===== src/rtl/i281_pkg.sv =====
// i281_pkg: shared constants for the i281 instruction decoder.
//   - opcode nibble values (OP_NOOP .. OP_BRANCH)
//   - one-hot bit indices of the decoded opcode bus (IDX_NOOP .. IDX_BRGE)
//   - flag bit positions inside flags_reg (FLG_Z .. FLG_C)
//   - instruction field slice positions and bus widths
//   - decode FSM state type
package i281_pkg;

    // Instruction field slices (16-bit instruction word)
    localparam int unsigned OPC_MSB = 15;
    localparam int unsigned OPC_LSB = 12;
    localparam int unsigned RX_MSB  = 11;
    localparam int unsigned RX_LSB  = 10;
    localparam int unsigned RY_MSB  = 9;
    localparam int unsigned RY_LSB  = 8;
    localparam int unsigned IMM_MSB = 7;
    localparam int unsigned IMM_LSB = 0;

    localparam int unsigned ONEHOT_W = 23;
    localparam int unsigned OPBUS_W  = 27;

    // Opcode nibbles
    localparam logic [3:0] OP_NOOP   = 4'h0;
    localparam logic [3:0] OP_INPUT  = 4'h1;
    localparam logic [3:0] OP_MOVE   = 4'h2;
    localparam logic [3:0] OP_LOADI  = 4'h3;
    localparam logic [3:0] OP_ADD    = 4'h4;
    localparam logic [3:0] OP_ADDI   = 4'h5;
    localparam logic [3:0] OP_SUB    = 4'h6;
    localparam logic [3:0] OP_SUBI   = 4'h7;
    localparam logic [3:0] OP_LOAD   = 4'h8;
    localparam logic [3:0] OP_LOADF  = 4'h9;
    localparam logic [3:0] OP_STORE  = 4'hA;
    localparam logic [3:0] OP_STOREF = 4'hB;
    localparam logic [3:0] OP_SHIFT  = 4'hC;
    localparam logic [3:0] OP_CMP    = 4'hD;
    localparam logic [3:0] OP_JUMP   = 4'hE;
    localparam logic [3:0] OP_BRANCH = 4'hF;

    // One-hot bit indices
    localparam logic [4:0] IDX_NOOP    = 5'd0;
    localparam logic [4:0] IDX_INPUTC  = 5'd1;
    localparam logic [4:0] IDX_INPUTCF = 5'd2;
    localparam logic [4:0] IDX_INPUTD  = 5'd3;
    localparam logic [4:0] IDX_INPUTDF = 5'd4;
    localparam logic [4:0] IDX_MOVE    = 5'd5;
    localparam logic [4:0] IDX_LOADI   = 5'd6;
    localparam logic [4:0] IDX_ADD     = 5'd7;
    localparam logic [4:0] IDX_ADDI    = 5'd8;
    localparam logic [4:0] IDX_SUB     = 5'd9;
    localparam logic [4:0] IDX_SUBI    = 5'd10;
    localparam logic [4:0] IDX_LOAD    = 5'd11;
    localparam logic [4:0] IDX_LOADF   = 5'd12;
    localparam logic [4:0] IDX_STORE   = 5'd13;
    localparam logic [4:0] IDX_STOREF  = 5'd14;
    localparam logic [4:0] IDX_SHIFTL  = 5'd15;
    localparam logic [4:0] IDX_SHIFTR  = 5'd16;
    localparam logic [4:0] IDX_CMP     = 5'd17;
    localparam logic [4:0] IDX_JUMP    = 5'd18;
    localparam logic [4:0] IDX_BRE     = 5'd19;
    localparam logic [4:0] IDX_BRNE    = 5'd20;
    localparam logic [4:0] IDX_BRG     = 5'd21;
    localparam logic [4:0] IDX_BRGE    = 5'd22;

    // Flag bit positions in flags_reg
    localparam int unsigned FLG_Z = 0;
    localparam int unsigned FLG_N = 1;
    localparam int unsigned FLG_O = 2;
    localparam int unsigned FLG_C = 3;

    typedef enum logic {StHold, StDecode} dec_state_e;

endpackage


===== src/rtl/i281_onehot_dec.sv =====
// i281_onehot_dec: combinational opcode decoder.
// Ports:
//   opc     in  4   opcode nibble of the instruction
//   ry      in  2   RY field (selects sub-operation for INPUT/SHIFT/BRANCH)
//   onehot  out 23  one-hot opcode, exactly one bit set
//   illegal out 1   illegal encoding detected
// Macro I281_DECODE_ILLEGAL_TRAP_EN: when defined, SHIFT with RY[1]=1 and JUMP with
// RY!=00 are flagged illegal and decode as NOOP; otherwise illegal is always 0 and the
// extra RY bits are ignored.
module i281_onehot_dec
    import i281_pkg::*;
(
    input  logic [3:0]          opc,
    input  logic [1:0]          ry,
    output logic [ONEHOT_W-1:0] onehot,
    output logic                illegal
);

    logic [4:0] idx;

    always_comb begin
        idx     = IDX_NOOP;
        illegal = 1'b0;
        unique case (opc)
            OP_NOOP:   idx = IDX_NOOP;
            OP_INPUT:  idx = IDX_INPUTC + {3'b000, ry};
            OP_MOVE:   idx = IDX_MOVE;
            OP_LOADI:  idx = IDX_LOADI;
            OP_ADD:    idx = IDX_ADD;
            OP_ADDI:   idx = IDX_ADDI;
            OP_SUB:    idx = IDX_SUB;
            OP_SUBI:   idx = IDX_SUBI;
            OP_LOAD:   idx = IDX_LOAD;
            OP_LOADF:  idx = IDX_LOADF;
            OP_STORE:  idx = IDX_STORE;
            OP_STOREF: idx = IDX_STOREF;
            OP_SHIFT:  idx = ry[0] ? IDX_SHIFTR : IDX_SHIFTL;
            OP_CMP:    idx = IDX_CMP;
            OP_JUMP:   idx = IDX_JUMP;
            OP_BRANCH: idx = IDX_BRE + {3'b000, ry};
        endcase
`ifdef I281_DECODE_ILLEGAL_TRAP_EN
        if ((opc == OP_SHIFT && ry[1]) || (opc == OP_JUMP && ry != 2'b00)) begin
            illegal = 1'b1;
            idx     = IDX_NOOP;
        end
`endif
    end

    assign onehot = {{(ONEHOT_W - 1){1'b0}}, 1'b1} << idx;

endmodule


===== src/rtl/instr_decode_unit.sv =====
// instr_decode_unit: instruction register, flags register and registered decode for the
// multicycle control FSM.
// Ports:
//   clock, reset   clock and asynchronous active-high reset
//   instr_in       IW   instruction word from code memory
//   ir_load        1    capture instr_in into IR
//   alu_flags      4    {C,O,N,Z} from the ALU
//   flags_load     1    capture alu_flags into flags_reg
//   opcode_out     27   {RX, RY, one-hot[22:0]}
//   imm_out        8    immediate field of the decoded instruction
//   flags_reg      4    Z,N,O,C at bits 0..3
//   decode_valid   1    opcode_out reflects the current IR
//   branch_taken   1    branch/jump condition of the decoded instruction
//   illegal        1    illegal encoding (only with I281_DECODE_ILLEGAL_TRAP_EN defined)
// Latency: ir_load edge -> IR; next edge (DECODE) -> opcode_out/imm_out/branch_taken.
module instr_decode_unit
    import i281_pkg::*;
#(
    parameter int unsigned IW        = 16,
    parameter bit          NOP_RESET = 1'b1
) (
    input  logic                clock,
    input  logic                reset,
    input  logic [IW-1:0]       instr_in,
    input  logic                ir_load,
    input  logic [3:0]          alu_flags,
    input  logic                flags_load,
    output logic [OPBUS_W-1:0]  opcode_out,
    output logic [7:0]          imm_out,
    output logic [3:0]          flags_reg,
    output logic                decode_valid,
    output logic                branch_taken,
    output logic                illegal
);

    localparam logic [OPBUS_W-1:0] OPCODE_RST =
        NOP_RESET ? {{(OPBUS_W - 1){1'b0}}, 1'b1} : '0;

    dec_state_e          state_q;
    logic [IW-1:0]       ir_q;
    logic [3:0]          flags_q;
    logic [OPBUS_W-1:0]  opcode_q;
    logic [7:0]          imm_q;
    logic                valid_q;
    logic                branch_q;
    logic                illegal_q;

    logic [ONEHOT_W-1:0] onehot;
    logic                dec_illegal;
    logic                branch_d;

    i281_onehot_dec u_onehot_dec (
        .opc     (ir_q[OPC_MSB:OPC_LSB]),
        .ry      (ir_q[RY_MSB:RY_LSB]),
        .onehot  (onehot),
        .illegal (dec_illegal)
    );

    // Evaluated against flags_q as it stands during DECODE.
    assign branch_d = onehot[IDX_JUMP]
                    | (onehot[IDX_BRE]  &  flags_q[FLG_Z])
                    | (onehot[IDX_BRNE] & ~flags_q[FLG_Z])
                    | (onehot[IDX_BRG]  & ~flags_q[FLG_Z] & ~flags_q[FLG_N])
                    | (onehot[IDX_BRGE] & ~flags_q[FLG_N]);

    always_ff @(posedge clock or posedge reset) begin
        if (reset) begin
            state_q   <= StHold;
            ir_q      <= '0;
            flags_q   <= '0;
            opcode_q  <= OPCODE_RST;
            imm_q     <= '0;
            valid_q   <= 1'b0;
            branch_q  <= 1'b0;
            illegal_q <= 1'b0;
        end else begin
            if (flags_load) begin
                flags_q <= alu_flags;
            end
            if (state_q == StDecode) begin
                opcode_q <= {ir_q[RX_MSB:RX_LSB], ir_q[RY_MSB:RY_LSB], onehot};
                imm_q    <= ir_q[IMM_MSB:IMM_LSB];
                branch_q <= branch_d;
            end
            // A new ir_load always wins, so back-to-back loads keep the FSM in DECODE.
            if (ir_load) begin
                ir_q      <= instr_in;
                state_q   <= StDecode;
                valid_q   <= 1'b0;
                illegal_q <= 1'b0;
            end else if (state_q == StDecode) begin
                state_q   <= StHold;
                valid_q   <= 1'b1;
                illegal_q <= dec_illegal;
            end
        end
    end

    assign opcode_out   = opcode_q;
    assign imm_out      = imm_q;
    assign flags_reg    = flags_q;
    assign decode_valid = valid_q;
    assign branch_taken = branch_q;
    assign illegal      = illegal_q;

endmodule


===== config.mk =====
export PLATFORM = sky130hd
export DESIGN_NAME = instr_decode_unit
export DESIGN_NICKNAME = d
export VERILOG_FILES = /design/src/rtl/i281_pkg.sv /design/src/rtl/i281_onehot_dec.sv /design/src/rtl/instr_decode_unit.sv
export SDC_FILE = /design/constraint.sdc
export NUM_CORES = 1
export LEC_CHECK = 0
export ABC_AREA = 1
export BUFFER_PORTS_ARGS = -buffer_cell sky130_fd_sc_hd__buf_2
export CELL_PAD_IN_SITES_DETAIL_PLACEMENT = 1
export CELL_PAD_IN_SITES_GLOBAL_PLACEMENT = 2
export CORE_ASPECT_RATIO = 1.25
export CORE_MARGIN = 5
export CORE_UTILIZATION = 31
export CTS_CLUSTER_DIAMETER = 50
export CTS_CLUSTER_SIZE = 16
export DETAILED_ROUTE_END_ITERATION = 7
export MAX_ROUTING_LAYER = met4
export PLACE_DENSITY = 0.83
export SLEW_MARGIN = 15
export SYNTH_ARGS = -nofsm -noshare
export SYNTH_HDL_FRONTEND = slang
export SYNTH_SLANG_ARGS = --single-unit

===== constraint.sdc =====
create_clock -name clock -period 2.3 [get_ports clock]
set_input_delay 0.115 -clock clock [delete_from_list [all_inputs] [get_ports clock]]
set_output_delay 0.115 -clock clock [all_outputs]
set_load 0.01 [all_outputs]

# After elaboration in Yosys (flattened, before gate mapping)
# Index checks and enable logic that the tools add are counted.
[classes] addsub=2 n_eq_ne=15 shifts=1 mux=7 bitwise_logic=11 n_reduce_logical=2
[op_table] operator="$pmux 5 s16" n=1
[op_table] operator="$eq 4x4->1 const B" n=8
[op_table] operator="$shl 1x5->23 const A" n=1
[op_table] operator="$eq 4x3->1 const B" n=4
[op_table] operator="$eq 4x2->1 const B" n=2
[op_table] operator="$add 5x2->5 const A" n=1
[op_table] operator="$and 1x1->1" n=5
[op_table] operator="$mux 1" n=5
[op_table] operator="$mux 5" n=1
[op_table] operator="$eq 4x1->1 const B" n=1
[op_table] operator="$logic_not 4->1" n=1
[op_table] operator="$or 1x1->1" n=4
[op_table] operator="$add 1x2->3 const A" n=1
[op_table] operator="$not 1->1" n=2
[op_table] operator="$reduce_bool 2->1" n=1
[totals] register_bits=59 inputBits=24 output_inout_bits=42 elab_cells=46

# Logic depth before layout (Yosys ltp)
[logic_depth] depth_word=8 ltp_mapped=13 depth_no_buf=13

# Modules after synthesis
# A second synthesis with hierarchy kept.
[hier_totals] cells_unflattened=344 area_unflattened_um2=2692.6
[modules_own_cells] mod="instr_decode_unit" n_inst=1 cells_per_inst=242 area_each_um2=2214.6 seq_area_each_um2=1477.7
[modules_own_cells] mod="i281_onehot_dec" n_inst=1 cells_per_inst=102 area_each_um2=478.0 seq_area_each_um2=0.0

# Worst setup path after synthesis
# No wires, ideal clock.
[synth_timing] kind="register -> register" start="reg ir_q[8]" end="reg branch_q (netlist: branch_taken)" setup_ns=0.071 arrival_ns=1.586 required_ns=2.229 path_slack_ns=0.642 path_stages_with_launch=12 n_path_buf=0 synth_period_minus_slack_ns=1.658 path_cell_list="dfrtp_1 -> inv_1 -> ha_1 -> nand3_1 -> nand2_1 -> nor2_2 -> nand3_1 -> nor2_2 -> nand3_1 -> a21oi_1 -> nor2_1 -> nor2_1"
[synth_between] elab_chain_cells=8 elab_cells_between_ends=14 classes_between="add/sub: 2; shift: 1; mux: 2; bitwise: 9"
[synth_rtl] element="start: declaration" line_no="instr_decode_unit.sv:40" source="logic [IW-1:0] ir_q;"
[synth_rtl] element="start signal: assignment" line_no="instr_decode_unit.sv:87" source="ir_q <= instr_in;"
[synth_rtl] element="$add 5x2->5, or another cell as far along" line_no="i281_onehot_dec.sv:40" source="OP_BRANCH: idx = IDX_BRE + {3'b000, ry};"
[synth_rtl] element="$pmux 5 s16 *" line_no="i281_onehot_dec.sv:24" source="unique case (opc)"
[synth_rtl] element="$shl 1x5->23 *" line_no="i281_onehot_dec.sv:50" source="assign onehot = {{(ONEHOT_W - 1){1'b0}}, 1'b1} << idx;"
[synth_rtl] element="$and 1x1->1" line_no="instr_decode_unit.sv:61" source="| (onehot[IDX_BRE] & flags_q[FLG_Z])"
[synth_rtl] element="$or 1x1->1" line_no="instr_decode_unit.sv:61"
[synth_rtl] element="$or 1x1->1" line_no="instr_decode_unit.sv:62" source="| (onehot[IDX_BRNE] & ~flags_q[FLG_Z])"
[synth_rtl] element="$or 1x1->1" line_no="instr_decode_unit.sv:63" source="| (onehot[IDX_BRG] & ~flags_q[FLG_Z] & ~flags_q[FLG_N])"
[synth_rtl] element="$or 1x1->1 *" line_no="instr_decode_unit.sv:64" source="| (onehot[IDX_BRGE] & ~flags_q[FLG_N]);"
[synth_rtl] element="end signal: assignment" line_no="instr_decode_unit.sv:83" source="branch_q <= branch_d;"
[synth_rtl] element="end: declaration" line_no="instr_decode_unit.sv:45" source="logic branch_q;"
# Every way passes the cells marked *; elsewhere a longest branch is shown, timed or not.
# A chain may end at the register's enable or synchronous reset.

# Worst setup path in the final report
# Ends and elaborated chain as after synthesis.

==> out/results.ini <==
[cells_and_area]
n_antenna_cell = 0
nFillCells = 923
areaGrowthSynthToFinish_pct = 32.7
layout.nets = 383
layout.area.seq_um2 = 1450
multi_input_area_um2 = 877
drive_gt1_share_pct = 29.3
fin_area_um2 = 3290
largest_register_ffs = 27

[clock_network]
cts_sinks = 58
clkTransAtPathRegs_ns = 0.07
cts_buffer_depth = 2
clockRootBuffer = clkbuf_8
cts_setup_buffers = 0
cts_tree = yes
clock_latency_ns = 0.33
cts_buffers = 9
cts_resized = 0
htree_levels = 3

[drt]
vias = 2100
drt-pass1-iter-count = 4
drt_iter0_drc = 71
wl_per_cell_um = 14.1
vias_per_cell = 4.60
drt_wl_total_um = 6430
ant_nets = 0
drc = 0

[power_and_ir_drop]
p_total_w = 0.00250
p_leak_nw = 1.71
power_density_nw_per_um2 = 760
max-vdd-ir-drop_uv = 340

[yosys]
seq_area_frac_synth_pct = 58.5
syn_area_um2 = 2480
ys_types = 25
yosysTopAreaCell = dfrtp_1
syn_area_per_cell_um2 = 9.19
syn_inst = 270
ys_top_cells_by_area = dfrtp_1, nand2_1, o21ai_0
synth-seq-cells = 58
ys_warn_count = 0
syn-num-nets = 296
synth_top_area_share_pct = 57.5

[grt]
antenna_found_initial = 0
grt_pass1_wl_um = 11000
grt_max_degree = 59
track_usage_pct = 14.2
grt_pass1_vias = 2262
overflow = 0

[place]
portBuffers = 64
place_congestion = 0.793
place_area_um2 = 2930
dpl.hpwl_um = 4650

[timing]
tightest_slew_ns = 0.518
final.setup.tns_ns = 0
slew-limit-headroom_pct = 65.5
rsz0062_at_grt = no
fmax_ghz = 0.524
report.final.setup_viol = 0
clock-skew-final_ns = 0.00651
finalMaxSlewViolations = 0
period_share_pct = 83.0
post-route-min-period_ns = 1.91
hold_viol = 0

[floorplanning]
die_h_um = 110
num_rows = 36
chipWidth_um = 90.0
dieArea_um2 = 9900
io_pins = 66
core_um2 = 7790
start_util_pct = 31.8

[hold_path]
hp-start = instr_in[3]
hold_path.class = in2reg
whs_path_depth = 3
holdPathEnd = ir_q[3]

[worst_setup_path]
crit_arrival_ns = 2.18
worstRegToRegCells = 12
endpoint_kind = flop
r2r_slack_ns = 0.39
r2r-start = ir_q[8]
start_kind = flop
reg2reg_to = branch_taken
crit_type = reg2reg
crit_required_ns = 2.57
path_max_fanout = 6

[status]
outcome = finished, final reports clean

[run]
maxCapViolCount = 0

==> per-layer routing <==
metal / wire [um] / share of wire [%] / track usage, %
met3: 313 / 4.9 / 4.68
met5: 0 / 0 / -
met4: 104 / 1.6 / 5.11
met2: 3390 / 53 / 24.7
met1: 2630 / 41 / 15.4
==> cells by family after synthesis <==
kind of cell | Yosys count | synth area share (%)
AOI/OAI and AO/OA | 51 | 12.1
buffers and inverters | 39 | 6.10
muxes | 3 | 1.36
other | 1 | 0.151
adders and majority gates | 2 | 1.01
and+or+nand+nor | 116 | 20.8
DFF | 58 | 58.5
==> critical path, cell delays in order (launching register included) <==
cell,delay [ns]
dfrtp_1,0.40
inv_1,0.20
ha_1,0.20
inv_1,0.04
nand2_1,0.06
nand3_1,0.11
nor2_4,0.19
inv_2,0.10
nor2_2,0.23
nand3_1,0.10
nand3_1,0.10
nor2_1,0.05
nor2_1,0.07
==> timing repair <==
action,CTS,global route
hold buffers,17,0
endpoints found under the hold margin,73,0
setup endpoints to repair,0,0
==> layout by cell type (no fill, tap or decap), types with 2 or more instances in the layout <==
cell type and count:
nor2_4 2, nand3_2 2, o31ai_1 2, nand3_1 16
buf_4 4, mux2_2 3, ha_1 2, inv_2 2
clkinv_2 3, clkbuf_8 10, nor2_1 16, inv_1 26
a32o_1 7, nand4_1 2, nand2_1 67, buf_2 64
dlygate4sd3_1 17, dfrtp_1 57, nor2_2 7, nand2_2 4
o21ai_0 39
==> how the worst max path moves through the flow <==
stage                     cells past startpoint  slack (ns)           end  startpoint
after detailed placement                     11        0.44  branch_taken     ir_q[8]
after CTS                                    12        0.39  branch_taken     ir_q[8]
after global routing                         11        0.18  branch_taken     ir_q[8]
final                                        12        0.39  branch_taken     ir_q[8]
after floorplan                              11        0.64  branch_taken     ir_q[8]
after global placement                       11        0.47  branch_taken    ir_q[13]
==> metrics by stage <==
stage | cells | worst slack, ns | util (%) | hold WS [ns]
floorplan | 270 | 0.642 | - | 0.146
global placement | 424 | 0.474 | 37.6 | 0.195
detailed placement | 424 | 0.441 | 37.6 | 0.202
CTS | 457 | 0.393 | 42.3 | 0.00504
global route | 457 | 0.182 | 42.3 | 0.00529
finish | 457 | 0.391 | 42.3 | 0.0108
==> area by class of cell <==
cell class	count	area share, %
multi-input cells	173	26.6
clock inverters	5	1.63
repair buffers	86	16.4
well taps	95	3.61
inverters	29	3.31
flip-flops and latches	58	44.1
clock buffers	11	4.29
==> synth_stat cells <==
library cell and instances:
o21ai_0 39, buf_4 1, nand3_1 16, nor2_4 2
dfstp_2 1, o21ai_1 1, clkbuf_1 8, a32o_1 7
conb_1 1, clkinv_1 1, nand4_1 2, mux2_2 3
dfrtp_1 57, o31ai_1 2, nand2_1 67, nand2_2 4
inv_2 1, nand3_2 2, inv_1 27, nor2_2 7
a21oi_1 1, nor2_1 16, a21oi_2 1, buf_2 1
ha_1 2
==> where the power goes <==
| part | leakage (nW) | switching, W | internal [W] |
|---|---|---|---|
| combinational | 0.866 | 0.000265 | 0.000161 |
| sequential | 0.740 | 0.0000494 | 0.00111 |
| clock | 0.103 | 0.000395 | 0.000526 |
| total | 1.71 | 0.000710 | 0.00179 |
No activity file was read; power rests on OpenSTA's default activity.
